## config.mk

```make
export PLATFORM = sky130hd
export DESIGN_NAME = xor_crypt_mem_responder_flat
export DESIGN_NICKNAME = d
export VERILOG_FILES = /design/src/rtl/xor_crypt_mem_responder_if.sv /design/src/rtl/xor_crypt_mem_responder.sv /design/src/flat_wrapper.sv
export SDC_FILE = /design/constraint.sdc
export NUM_CORES = 1
export LEC_CHECK = 0
export CAP_MARGIN = 20
export CORE_MARGIN = 1.5
export CORE_UTILIZATION = 45
export DETAILED_ROUTE_END_ITERATION = 7
export GPL_TIMING_DRIVEN = 0
export PLACE_DENSITY_LB_ADDON = 0.05
export SLEW_MARGIN = 20
export SYNTH_ARGS = -nofsm -noshare
export SYNTH_HDL_FRONTEND = slang
export SYNTH_SLANG_ARGS = --single-unit
```

## constraint.sdc

```tcl
create_clock -name clock -period 2.5 [get_ports clock]
set_clock_uncertainty 0.2 [all_clocks]
set_input_delay 0.625 -clock clock [delete_from_list [all_inputs] [get_ports clock]]
set_output_delay 0.625 -clock clock [all_outputs]
set_load 0.05 [all_outputs]
```

## src/rtl/xor_crypt_mem_responder_if.sv

```systemverilog
// Bus bundle between the core-side message pins, the XOR responder and one
// main_memory port.
//   req_*      : core -> responder request (msg 0 none, 1 read, 2 write)
//   req_ready  : responder -> core, high while the responder can accept
//   resp_*     : responder -> core response (1 ack, 2 read data, 3 error)
//   mem_*_out  : responder -> memory request (1 read, 2 write)
//   mem_*_in   : memory -> responder response (1 write ack, 2 read data)
// Modports: slave = responder view, master = core/memory environment view.
interface xor_crypt_mem_responder_if #(
    parameter int ADDRESS_BITS = 12
);
    logic [2:0]              req_msg;
    logic [ADDRESS_BITS:0]   req_address;
    logic [31:0]             req_data;
    logic                    req_ready;
    logic [2:0]              resp_msg;
    logic [ADDRESS_BITS:0]   resp_address;
    logic [31:0]             resp_data;
    logic [2:0]              mem_msg_out;
    logic [ADDRESS_BITS:0]   mem_address_out;
    logic [31:0]             mem_data_out;
    logic [2:0]              mem_msg_in;
    logic [ADDRESS_BITS:0]   mem_address_in;
    logic [31:0]             mem_data_in;

    modport slave (
        input  req_msg, req_address, req_data,
        input  mem_msg_in, mem_address_in, mem_data_in,
        output req_ready, resp_msg, resp_address, resp_data,
        output mem_msg_out, mem_address_out, mem_data_out
    );

    modport master (
        output req_msg, req_address, req_data,
        output mem_msg_in, mem_address_in, mem_data_in,
        input  req_ready, resp_msg, resp_address, resp_data,
        input  mem_msg_out, mem_address_out, mem_data_out
    );
endinterface

```

## src/rtl/xor_crypt_mem_responder.sv

```systemverilog
// Memory-side responder: accepts one core request at a time, forwards it to
// main memory and returns the response. Addresses with the region bit
// (bit ADDRESS_BITS) clear are stored XOR-encrypted with a keystream derived
// from the captured key and the word address; region bit set is plaintext.
// Ports:
//   clock : rising-edge clock
//   reset : synchronous active-high reset
//   key   : cipher key, sampled when a request is captured
//   bus   : request/response/memory bundle (slave modport)
module xor_crypt_mem_responder #(
    parameter int ADDRESS_BITS = 12,
    parameter int TIMEOUT      = 64
) (
    input  logic                        clock,
    input  logic                        reset,
    input  logic [31:0]                 key,
    xor_crypt_mem_responder_if.slave    bus
);
    localparam int CW = $clog2(TIMEOUT);

    localparam logic [2:0] REQ_RD   = 3'd1;
    localparam logic [2:0] REQ_WR   = 3'd2;
    localparam logic [2:0] MEM_ACK  = 3'd1;
    localparam logic [2:0] MEM_DATA = 3'd2;
    localparam logic [2:0] RSP_ACK  = 3'd1;
    localparam logic [2:0] RSP_DATA = 3'd2;
    localparam logic [2:0] RSP_ERR  = 3'd3;

    typedef enum logic [1:0] {IDLE, ISSUE, WAIT, RESP} state_t;

    state_t                state_q, state_d;
    logic [2:0]            msg_q, msg_d;
    logic [ADDRESS_BITS:0] addr_q, addr_d;
    logic [31:0]           data_q, data_d;
    logic [31:0]           key_q, key_d;
    logic [CW-1:0]         cnt_q, cnt_d;
    logic [2:0]            rmsg_q, rmsg_d;
    logic [31:0]           rdata_q, rdata_d;
    logic                  match;

    function automatic logic [31:0] ks(input logic [ADDRESS_BITS-1:0] a,
                                       input logic [31:0] k);
        logic [31:0] a32;
        a32 = 32'(a);
        return k ^ (a32 << 16) ^ a32;
    endfunction

    // Same transform both ways; the region bit bypasses it.
    function automatic logic [31:0] xcrypt(input logic [31:0] d,
                                           input logic [ADDRESS_BITS:0] a,
                                           input logic [31:0] k);
        return a[ADDRESS_BITS] ? d : (d ^ ks(a[ADDRESS_BITS-1:0], k));
    endfunction

    // Response type must correspond to the outstanding request type.
    assign match = (bus.mem_address_in == addr_q) &&
                   (((msg_q == REQ_RD) && (bus.mem_msg_in == MEM_DATA)) ||
                    ((msg_q == REQ_WR) && (bus.mem_msg_in == MEM_ACK)));

    always_ff @(posedge clock) begin
        if (reset) begin
            state_q <= IDLE;
            msg_q   <= '0;
            addr_q  <= '0;
            data_q  <= '0;
            key_q   <= '0;
            cnt_q   <= '0;
            rmsg_q  <= '0;
            rdata_q <= '0;
        end else begin
            state_q <= state_d;
            msg_q   <= msg_d;
            addr_q  <= addr_d;
            data_q  <= data_d;
            key_q   <= key_d;
            cnt_q   <= cnt_d;
            rmsg_q  <= rmsg_d;
            rdata_q <= rdata_d;
        end
    end

    always_comb begin
        state_d = state_q;
        msg_d   = msg_q;
        addr_d  = addr_q;
        data_d  = data_q;
        key_d   = key_q;
        cnt_d   = cnt_q;
        rmsg_d  = rmsg_q;
        rdata_d = rdata_q;
        case (state_q)
            IDLE: begin
                if ((bus.req_msg == REQ_RD) || (bus.req_msg == REQ_WR)) begin
                    msg_d   = bus.req_msg;
                    addr_d  = bus.req_address;
                    data_d  = bus.req_data;
                    key_d   = key;
                    state_d = ISSUE;
                end
            end
            ISSUE: begin
                cnt_d   = '0;
                state_d = WAIT;
            end
            WAIT: begin
                cnt_d = cnt_q + CW'(1);
                // A match on the timeout cycle takes priority over the error.
                if (match) begin
                    rmsg_d  = (msg_q == REQ_RD) ? RSP_DATA : RSP_ACK;
                    rdata_d = (msg_q == REQ_RD) ? xcrypt(bus.mem_data_in, addr_q, key_q) : '0;
                    state_d = RESP;
                end else if (cnt_q == CW'(TIMEOUT - 1)) begin
                    rmsg_d  = RSP_ERR;
                    rdata_d = '0;
                    state_d = RESP;
                end
            end
            RESP: begin
                state_d = IDLE;
            end
            default: state_d = IDLE;
        endcase
    end

    always_comb begin
        bus.req_ready       = (state_q == IDLE);
        bus.mem_msg_out     = '0;
        bus.mem_address_out = '0;
        bus.mem_data_out    = '0;
        bus.resp_msg        = '0;
        bus.resp_address    = '0;
        bus.resp_data       = '0;
        if (state_q == ISSUE) begin
            bus.mem_msg_out     = msg_q;
            bus.mem_address_out = addr_q;
            bus.mem_data_out    = (msg_q == REQ_WR) ? xcrypt(data_q, addr_q, key_q) : '0;
        end
        if (state_q == RESP) begin
            bus.resp_msg     = rmsg_q;
            bus.resp_address = addr_q;
            bus.resp_data    = rdata_q;
        end
    end
endmodule

```

## src/flat_wrapper.sv

```systemverilog
// flat-port wrapper written by rule: the top's interface ports become plain ports
module xor_crypt_mem_responder_flat 
#(
    parameter int ADDRESS_BITS = 12,
    parameter int TIMEOUT      = 64
)
  (clock, reset, key, bus_req_msg, bus_req_address, bus_req_data, bus_mem_msg_in, bus_mem_address_in, bus_mem_data_in, bus_req_ready, bus_resp_msg, bus_resp_address, bus_resp_data, bus_mem_msg_out, bus_mem_address_out, bus_mem_data_out);
  xor_crypt_mem_responder_if #(.ADDRESS_BITS(ADDRESS_BITS)) bus_i ();
  input  logic clock;
  input  logic reset;
  input  logic [31:0] key;
  input wire logic [$bits(bus_i.req_msg)-1:0] bus_req_msg;
  input wire logic [$bits(bus_i.req_address)-1:0] bus_req_address;
  input wire logic [$bits(bus_i.req_data)-1:0] bus_req_data;
  input wire logic [$bits(bus_i.mem_msg_in)-1:0] bus_mem_msg_in;
  input wire logic [$bits(bus_i.mem_address_in)-1:0] bus_mem_address_in;
  input wire logic [$bits(bus_i.mem_data_in)-1:0] bus_mem_data_in;
  output wire logic [$bits(bus_i.req_ready)-1:0] bus_req_ready;
  output wire logic [$bits(bus_i.resp_msg)-1:0] bus_resp_msg;
  output wire logic [$bits(bus_i.resp_address)-1:0] bus_resp_address;
  output wire logic [$bits(bus_i.resp_data)-1:0] bus_resp_data;
  output wire logic [$bits(bus_i.mem_msg_out)-1:0] bus_mem_msg_out;
  output wire logic [$bits(bus_i.mem_address_out)-1:0] bus_mem_address_out;
  output wire logic [$bits(bus_i.mem_data_out)-1:0] bus_mem_data_out;
  assign bus_i.req_msg = bus_req_msg;
  assign bus_i.req_address = bus_req_address;
  assign bus_i.req_data = bus_req_data;
  assign bus_i.mem_msg_in = bus_mem_msg_in;
  assign bus_i.mem_address_in = bus_mem_address_in;
  assign bus_i.mem_data_in = bus_mem_data_in;
  assign bus_req_ready = bus_i.req_ready;
  assign bus_resp_msg = bus_i.resp_msg;
  assign bus_resp_address = bus_i.resp_address;
  assign bus_resp_data = bus_i.resp_data;
  assign bus_mem_msg_out = bus_i.mem_msg_out;
  assign bus_mem_address_out = bus_i.mem_address_out;
  assign bus_mem_data_out = bus_i.mem_data_out;
  xor_crypt_mem_responder #(.ADDRESS_BITS(ADDRESS_BITS), .TIMEOUT(TIMEOUT)) u_core (.clock(clock), .reset(reset), .key(key), .bus(bus_i));
endmodule
```

=== Yosys cells after proc, flatten, opt, wreduce, memory -nomap -nowiden ===
Cells that the tools add are included.

* Bits in latches: 0
* Bits of input ports: 130
* Logic and storage cells: 57
* Flip-flop bits (word level): 123
* Memory bits (writable): 0
* Memories kept: 0
* Bits in read-only memories: 0

* Add/sub/neg operators: 1
* Div/mod/pow operators: 0
* Multiply operators: 0
* Reduce and logical (&&, ||, !) cells: 11
* Magnitude comparators: 0
* Bitwise logic cells: 4
* Shift-type cells: 0
* Equality and inequality tests: 13
* Multiplexer cells: 20

{| class="wikitable"
|+ Operator list
! cell !! number
|-
| $mux W32 || 8
|-
| $xor A32 B32 Y32 || 2
|-
| $xor A32 B12 Y32 || 1
|-
| $xor A32 B28 Y32 || 1
|-
| $mux W13 || 2
|-
| $eq A13 B13 Y1 || 1
|-
| $mux W3 || 4
|-
| $pmux W6 S2 || 1
|-
| $eq A3 B1 Y1 const B || 3
|-
| $eq A3 B2 Y1 const B || 3
|-
| $mux W2 || 4
|-
| $pmux W2 S4 || 1
|-
| $add A6 B1 Y6 const B || 1
|-
| $eq A6 B6 Y1 const B || 1
|-
| $reduce_and A2 Y1 || 3
|-
| $eq A2 B2 Y1 const B || 2
|-
| $reduce_bool A2 Y1 || 2
|-
| $logic_and A1 B1 Y1 || 3
|-
| $ne A3 B1 Y1 const B || 1
|-
| $eq A2 B1 Y1 const B || 1
|-
| $logic_not A2 Y1 || 1
|-
| $logic_or A1 B1 Y1 || 2
|-
| $ne A2 B1 Y1 const B || 1
|}

=== Longest topological paths before layout ===
Gate-level depths: netlist of run 1.

* Depth in word-level cells: 6
* Depth in mapped cells: 7
* Mapped depth without buffers: 6

=== Worst setup path after synthesis of run 1 ===
OpenSTA, ideal clock, no wires.

* Kind: register -> output
* From: register u_core.state_q[1]
* To: output bus_mem_data_out[11]
* Arrival: 2178 ps
* Path slack: -503 ps
* Required time: 1675 ps
* Stages on the path, launching flop included: 7
* Path buffers: 1
* Path through: dfxtp_1 > inv_1 > ha_1 > and2_1 > nand2_1 > buf_1 > nor2_1

* Longest elaborated chain between the ends: 2

{| class="wikitable"
|+ RTL lines
! item !! RTL line !! RTL
|-
| start: declaration || xor_crypt_mem_responder.sv:31 || <nowiki>state_t state_q, state_d;</nowiki>
|-
| start signal: assignment || xor_crypt_mem_responder.sv:71 || <nowiki>state_q <= state_d;</nowiki>
|-
| $eq A2 B1 Y1 || xor_crypt_mem_responder.sv:133 || <nowiki>if (state_q == ISSUE) begin</nowiki>
|-
| $mux W32 || xor_crypt_mem_responder.sv:133 ||
|-
| end: declaration || flat_wrapper.sv:24 || <nowiki>output wire logic [$bits(bus_i.mem_data_out)-1:0] bus_mem_data_out;</nowiki>
|}

No other way between the ends.

=== Worst setup path in the final report of run 1 ===
* From: register u_core.state_q[1]
* To: output bus_mem_data_out[3]

Same word-level chain as after synthesis.

==> reports/metrics.yaml, run 1 <==
cts:
  cts_buffer_depth: 2
  cts_root_buf: "clkbuf_16"
  clk_latency_ps: 410
  cts_sinks: 122
  cts_made_buffers: 17
  clkTransAtPathRegs_ps: 50
  cts_htree_levels: 4
  cts_tree: "built"
timing:
  rsz0062_at_grt: "true"
  slew_violations: 0
  timing.final.crit_period_ps: 2591
  tns_ps: -2015
  fin_hold_ws_ps: 241.0
  tightest_slew_ps: 705.4
  finalCritPeriodShare_pct: 103.6
  maxSlewHeadroom_pct: 52.97
  fin_ws_ps: -90.93
  setup_violations: 31
  clock.fmax_mhz: 386.0
  hold_viol: 0
die:
  fp.dieW_um: 120.0
  die_height_um: 120.0
  dieArea_um2: 14400
  io_pins: 227
  start_util_pct: 46.35
  rows: 42
  core_um2: 13300
placed_design:
  gp_congestion: 0.9082
  hpwl_um: 15530
  dp_slack_ps: -931.4
  place_area_um2: 8874
  io_buffers: 225
pwr:
  seqPwrFrac_pct: 33.4
  peakVddDrop_uv: 521.2
  cellPowerDensity_nw_per_um2: 713.0
  power.leakage_nw: 3.678
  comb_power_share_pct: 31.9
  p_int_w: 0.004644
  p_clk_share_pct: 34.7
  p_sw_share_pct: 34.05
  p_sw_w: 0.002397
worst_setup_path:
  crit_fanout: 8
  cp.arrival_ps: 1770
  endpoint_kind: "output port"
  crit_type: "flip-flop to output port"
  worst-path-buf-inv: 3
  crit_slowest_cell: "dfxtp_4"
  max_stage_delay_ps: 360
  required_ps: 1670
  start_kind: "flip-flop"
  crit_family: "buffers and inverters"
  path_cells: "inv_4, ha_4, and2_4, nand2_8, clkbuf_16, nor2_4, buf_8"
  ff2ff_setup_slack_ps: 220
global_routing:
  grt_first_pass_wirelength_um: 31830
  antenna_found_initial: 0
  grt_pass1_vias: 5992
  globalRouteTotalUtil_pct: 29.20
  grt-ovfl-total: 0
  grt_max_degree: 17
min_path:
  worstHoldPathType: "flip-flop to flip-flop"
logic_synthesis:
  synth_nets: 950
  seq_area_frac_synth_pct: 39.63
  yosys.area.top_type_share_pct: 39.63
  yosysTopAreaCell: "dfxtp_1"
  ys_types: 35
  synthCells: 814
  syn_area_per_cell_um2: 7.570
  yosysWarnings: 0
  syn_area_um2: 6162
  ys_seq_elements: 122
  synthTopCellsByArea: "dfxtp_1, nand2_1, xnor2_1"
cells_and_area:
  antenna_cells: 0
  fin_nets: 1189
  stdcell_area_um2: 9874
  syn_to_final_growth_pct: 60.24
  nFillCells: 1034
  drive_gt1_share_pct: 23.26
run:
  maxCapViolCount: 0
drt:
  drt_pass1_iterations: 5
  vias: 6230
  drc: 0
  ant_nets: 0
  drt-total-wl_um: 20910
  wire_per_inst_um: 16.84
  dr.first_iter.drc_count: 376
  drt-vias-per-instance: 5.016
outcome:
  violations: "setup timing"
  status: "complete, but fails checks"
## logic make-up (layout without fill, tap and decap cells)
| kind of cell | after synthesis | in the layout | share of synthesized area, % |
|---|---|---|---|
| other | 1 | 1 | 0.06086 |
| buffers and inverters | 74 | 326 | 4.731 |
| adder cells (fa/ha/maj) | 6 | 6 | 1.218 |
| flip-flops | 122 | 122 | 39.63 |
| AND/OR/NAND/NOR | 379 | 379 | 28.63 |
| AO/OA/AOI/OAI | 127 | 127 | 10.80 |
| XOR/XNOR | 105 | 105 | 14.92 |
## synth_stat cells (all sizes together)
master  count
nor4        1
clkbuf     58
a31oi       1
nand3b      1
o211ai      1
o21ai      37
or3         1
nor2       64
nand3       2
xnor2      78
nand2     196
conb        1
nand4      29
buf        11
nor2b       8
o2111a      1
o221a       1
nand4b      8
xor2       27
dfxtp     122
a21oi      82
inv         5
and3        1
and2       64
or3b        1
a221oi      1
ha          6
nor4bb      2
o21a        2
or2         1
a31o        1
## layer usage
| metal | vias up | GRT usage (%) | wire length (um) |
|---|---|---|---|
| li1 | 3113 | - | - |
| met1 | 2827 | 37.37 | 9029 |
| met2 | 256 | 47.57 | 9698 |
| met3 | 34 | 7.462 | 1719 |
| met4 | 0 | 10.49 | 465 |
| met5 | - | 0 | 0 |
## cell type report
cell class,instances,area [um^2],area share [%]
repair buffers,233,2415,24.46
flip-flops and latches,122,2465,24.96
clock buffers,25,505.5,5.119
clock inverters,7,87.58,0.8870
inverters,5,21.27,0.2154
multi-input cells,618,3822,38.71
well taps,176,220.2,2.230
plain buffers,56,337.8,3.421
## path summary, 6_finish.rpt
path,startpoint,end,cells past startpoint
setup / recovery,u_core.state_q[1],bus_mem_data_out[3],7
setup reg to reg,u_core.msg_q[0],u_core.rdata_q[17],5
hold / removal,u_core.rdata_q[6],u_core.rdata_q[6],2
hold reg to reg,u_core.rdata_q[6],u_core.rdata_q[6],2
## metrics by stage
step                util, %  total power, W  std cells
finish                74.27        0.007041       1242
global route          74.27        0.007347       1242
CTS                   72.96        0.006941       1241
detailed placement    66.74        0.004378       1215
global placement      66.74        0.004354       1215
floorplan                 -        0.003677        814
## registers in the layout, summed over array words and instances, names as in the netlist
register	count
u_core.msg_q	3
u_core.state_q	2
u_core.key_q	32
u_core.data_q	32
u_core.addr_q	13
u_core.cnt_q	6
u_core.rdata_q	32
u_core.rmsg_q	2
## tightest hold or removal path: stages (launching register included)
cell and delay, ps:
dfxtp_1 300, nand2_1 50, o21ai_1 50
## power groups by stage
stage	Combinational, W	Sequential (W)	Clock (W)
finish	0.00224	0.00235	0.00244
global route	0.00243	0.00237	0.00255
CTS	0.00215	0.00234	0.00246
detailed placement	0.00210	0.00228	0
global placement	0.00208	0.00227	0
floorplan	0.00142	0.00226	0
## cell usage in the layout, fill, tap and decap left out, types with 2 or more instances in the layout
master	count
a21oi_1	82
dfxtp_4	2
clkbuf_1	29
clkbuf_4	7
buf_4	19
and2_1	63
buf_6	49
nor2_2	20
nand4_1	29
xor2_1	27
dfxtp_1	108
clkbuf_2	9
inv_1	4
clkbuf_8	6
buf_12	3
bufinv_16	2
dfxtp_2	12
nand4b_1	8
clkdlybuf4s50_1	129
nand2_1	195
nor2b_2	3
o21ai_1	20
buf_8	15
nor2b_1	5
buf_2	20
nand3_1	2
o21ai_0	17
xnor2_1	75
nor2_4	36
ha_1	5
nor2_1	8
xnor2_2	3
clkinv_2	4
clkbuf_16	20
clkdlybuf4s15_2	5
## timing repair
| item | in CTS | in global routing |
|---|---|---|
| pin swaps | 2 | 12 |
| setup endpoints to repair | 141 | 183 |
| buffers inserted | 5 | 0 |
| hold endpoints to repair | 0 | 0 |
| gates cloned | 2 | 1 |
| resized for setup | 657 | 85 |
| hold buffers | 0 | 0 |
No activity file was read; power rests on OpenSTA's default activity.
==> inputs of run 2 (changes only) <==
--- a/config.mk
+++ b/config.mk
@@ -5,6 +5,7 @@
 export SDC_FILE = /design/constraint.sdc
 export NUM_CORES = 1
 export LEC_CHECK = 0
+export ABC_CLOCK_PERIOD_IN_PS = 2500
 export CAP_MARGIN = 20
 export CORE_MARGIN = 1.5
 export CORE_UTILIZATION = 45
==> constraint.sdc (replaced) <==
create_clock -name clock -period 2.5 [get_ports clock]
set_clock_uncertainty 0.2 [all_clocks]
set_input_delay 0.625 -clock clock [delete_from_list [all_inputs] [get_ports clock]]
set_output_delay 0.625 -clock clock [all_outputs]
set_load 0.1 [all_outputs]
==> reports/metrics.yaml, run 2 (synthesis gave the netlist of run 1 again) <==
outcome:
  status: "complete, but fails checks"  # unchanged
  violations: "setup timing"  # unchanged
cells_and_area:
  top_regs: "u_core.data_q (32), u_core.key_q (32), u_core.rdata_q (32)"  # unchanged
  antenna_cells: 0  # unchanged
  layout_common_cells: "nand2_1, clkdlybuf4s50_1, dfxtp_1"  # unchanged
  fin_nets: 1192  # was 1,189
  drive_gt1_share_pct: 27.41  # was 23.26%
  final_common_cell: "nand2_1"  # unchanged
  syn_to_final_growth_pct: 73.22  # was 60.24%
  fin_util_pct: 80.28  # was 74.27%
  nFillCells: 891  # was 1,034
placed_design:
  hpwl_um: 15580  # was 15,530 um
  dp_slack_ps: -1187  # was -931.4 ps
  gp_congestion: 0.8700  # was 0.9082
  io_buffers: 225  # unchanged
cts:
  clkTransAtPathRegs_ps: 60  # was 50 ps
  clk_latency_ps: 410  # about the same
  cts_made_buffers: 17  # unchanged
  cts_root_buf: "clkbuf_16"  # unchanged
  cts_buffer_depth: 2  # unchanged
  cts_sinks: 122  # unchanged
  cts_tree: "built"  # unchanged
  cts_htree_levels: 4  # unchanged
timing:
  finalCritPeriodShare_pct: 106.3  # was 103.6%
  setup_violations: 67  # was 31
  tightest_slew_ps: 675.6  # was 705.4 ps
  maxSlewHeadroom_pct: 54.96  # was 52.97%
  hold_viol: 0  # unchanged
  rsz0062_at_grt: "true"  # unchanged
  fin_hold_ws_ps: 244.8  # was 241.0 ps
  fin_ws_ps: -156.9  # was -90.93 ps
  timing.final.crit_period_ps: 2657  # was 2591 ps
  slew_violations: 0  # unchanged
  clock.fmax_mhz: 376.4  # was 386.0 MHz
run:
  maxCapViolCount: 0  # unchanged
min_path:
  min_path_cells: 2  # unchanged
  hp-start: "u_core.rdata_q[29]"  # was u_core.rdata_q[6]
  min_to: "u_core.rdata_q[29]"  # was u_core.rdata_q[6]
  worstHoldPathType: "flip-flop to flip-flop"  # unchanged
pwr:
  peakVddDrop_uv: 494.6  # was 521.2 uV
  p_clk_share_pct: 32.8  # was 34.7%
  cellPowerDensity_nw_per_um2: 679.8  # was 713.0 nW/um^2
  p_int_w: 0.004565  # was 0.004644 W
  power.leakage_nw: 3.846  # was 3.678 nW
  comb_power_share_pct: 34.7  # was 31.9%
  p_total_w: 0.007256  # was 0.007041 W
  p_sw_share_pct: 37.09  # was 34.05%
  seqPwrFrac_pct: 32.5  # was 33.4%
  p_sw_w: 0.002691  # was 0.002397 W
die:
  fp.dieW_um: 120.0  # unchanged
  core_um2: 13300  # unchanged
  dieArea_um2: 14400  # unchanged
  rows: 42  # unchanged
  start_util_pct: 46.35  # unchanged
  die_height_um: 120.0  # unchanged
  io_pins: 227  # unchanged
global_routing:
  antenna_found_initial: 0  # unchanged
  grt_max_degree: 17  # unchanged
  globalRouteTotalUtil_pct: 30.42  # was 29.20%
  grt_pass1_vias: 6311  # was 5,992
  grt_first_pass_wirelength_um: 33340  # was 31,830 um
  grt-ovfl-total: 0  # unchanged
drt:
  drt_pass1_iterations: 5  # unchanged
  ant_nets: 0  # unchanged
  wire_per_inst_um: 17.80  # was 16.84 um
  dr.first_iter.drc_count: 392  # was 376
  drt-vias-per-instance: 5.138  # was 5.016
  vias: 6397  # was 6,230
  drc: 0  # unchanged
  drt-total-wl_um: 22170  # was 20,910 um
worst_setup_path:
  rr_worst_depth: 7  # was 5
  r2r-end: "u_core.rdata_q[19]"  # was u_core.rdata_q[17]
  cp.arrival_ps: 1830  # was 1770 ps
  r2r_start: "u_core.msg_q[0]"  # unchanged
  crit_fanout: 5  # was 8
  required_ps: 1670  # about the same
  crit_type: "flip-flop to output port"  # unchanged
  endpoint_kind: "output port"  # unchanged
  ff2ff_setup_slack_ps: 240  # was 220 ps
  start_kind: "flip-flop"  # unchanged
==> run 2: changes by cell type in the layout (fill, tap and decap cells not counted), sizes merged <==
cell	change
inv	+2
clkinvlp	+4
clkbuf	-5
clkdlybuf4s15	-6
bufinv	-1
buf	+9
==> run 2: power groups by stage <==
stage / combinational, W / sequential [W] / clock (W)
floorplan: 0.00160 / 0.00227 / 0
global placement: 0.00225 / 0.00228 / 0
detailed placement: 0.00227 / 0.00229 / 0
CTS: 0.00238 / 0.00234 / 0.00237
global route: 0.00269 / 0.00238 / 0.00248
finish: 0.00251 / 0.00236 / 0.00238
==> run 2: final cells by class <==
| class | count | area, um^2 | area share (%) |
|---|---|---|---|
| timing repair buffer | 238 | 3040 | 28.48 |
| clock buffer | 20 | 466.7 | 4.372 |
| buffer | 54 | 355.3 | 3.329 |
| multi-input combinational | 618 | 3988 | 37.36 |
| sequential | 122 | 2466 | 23.10 |
| clock inverter | 12 | 116.4 | 1.090 |
| inverter | 5 | 21.27 | 0.1993 |
| tap | 176 | 220.2 | 2.063 |
==> run 2: what timing repair did <==
action / 4_1_cts / 5_1_grt
setup endpoints to repair: 142 / 179
resized for setup: 843 / 64
cloned: 3 / 0
pin swaps: 2 / 4
setup buffers: 8 / 4
hold buffers: 0 / 0
==> run 2: how the worst max path moves through the flow <==
stage / startpoint / to / slack [ps] / cells past startpoint
floorplan: u_core.state_q[1] / bus_mem_data_out[10] / -30 / 6
global route: u_core.state_q[1] / bus_mem_data_out[7] / -190 / 8
global placement: u_core.addr_q[12] / bus_mem_data_out[1] / -1180 / 6
detailed placement: u_core.addr_q[12] / bus_mem_data_out[2] / -1190 / 6
finish: u_core.state_q[1] / bus_mem_data_out[7] / -160 / 8
CTS: u_core.state_q[1] / bus_mem_data_out[20] / -150 / 8
==> run 2: routing by layer <==
layer	vias to the layer above	routed length, um	global-route usage [%]
li1	3117	-	-
met4	0	371	10.34
met2	280	11060	52.39
met5	-	0	0
met3	29	1632	6.321
met1	2971	9100	37.69
==> run 2: stage by stage <==
step	cells	cell area, um^2	setup TNS (ps)
finish	1245	10670	-3349
global route	1245	10670	-9047
CTS	1245	10460	-2861
detailed placement	1215	9000	-126320
global placement	1215	9000	-123310
floorplan	814	6528	-281.4
==> run 2: worst max-delay path: stages, from the launching register on <==
cell	delay, ps
dfxtp_4	360
inv_4	70
ha_4	140
and2_4	170
nand2_8	80
buf_4	160
clkbuf_16	160
nor2_4	100
buf_12	180
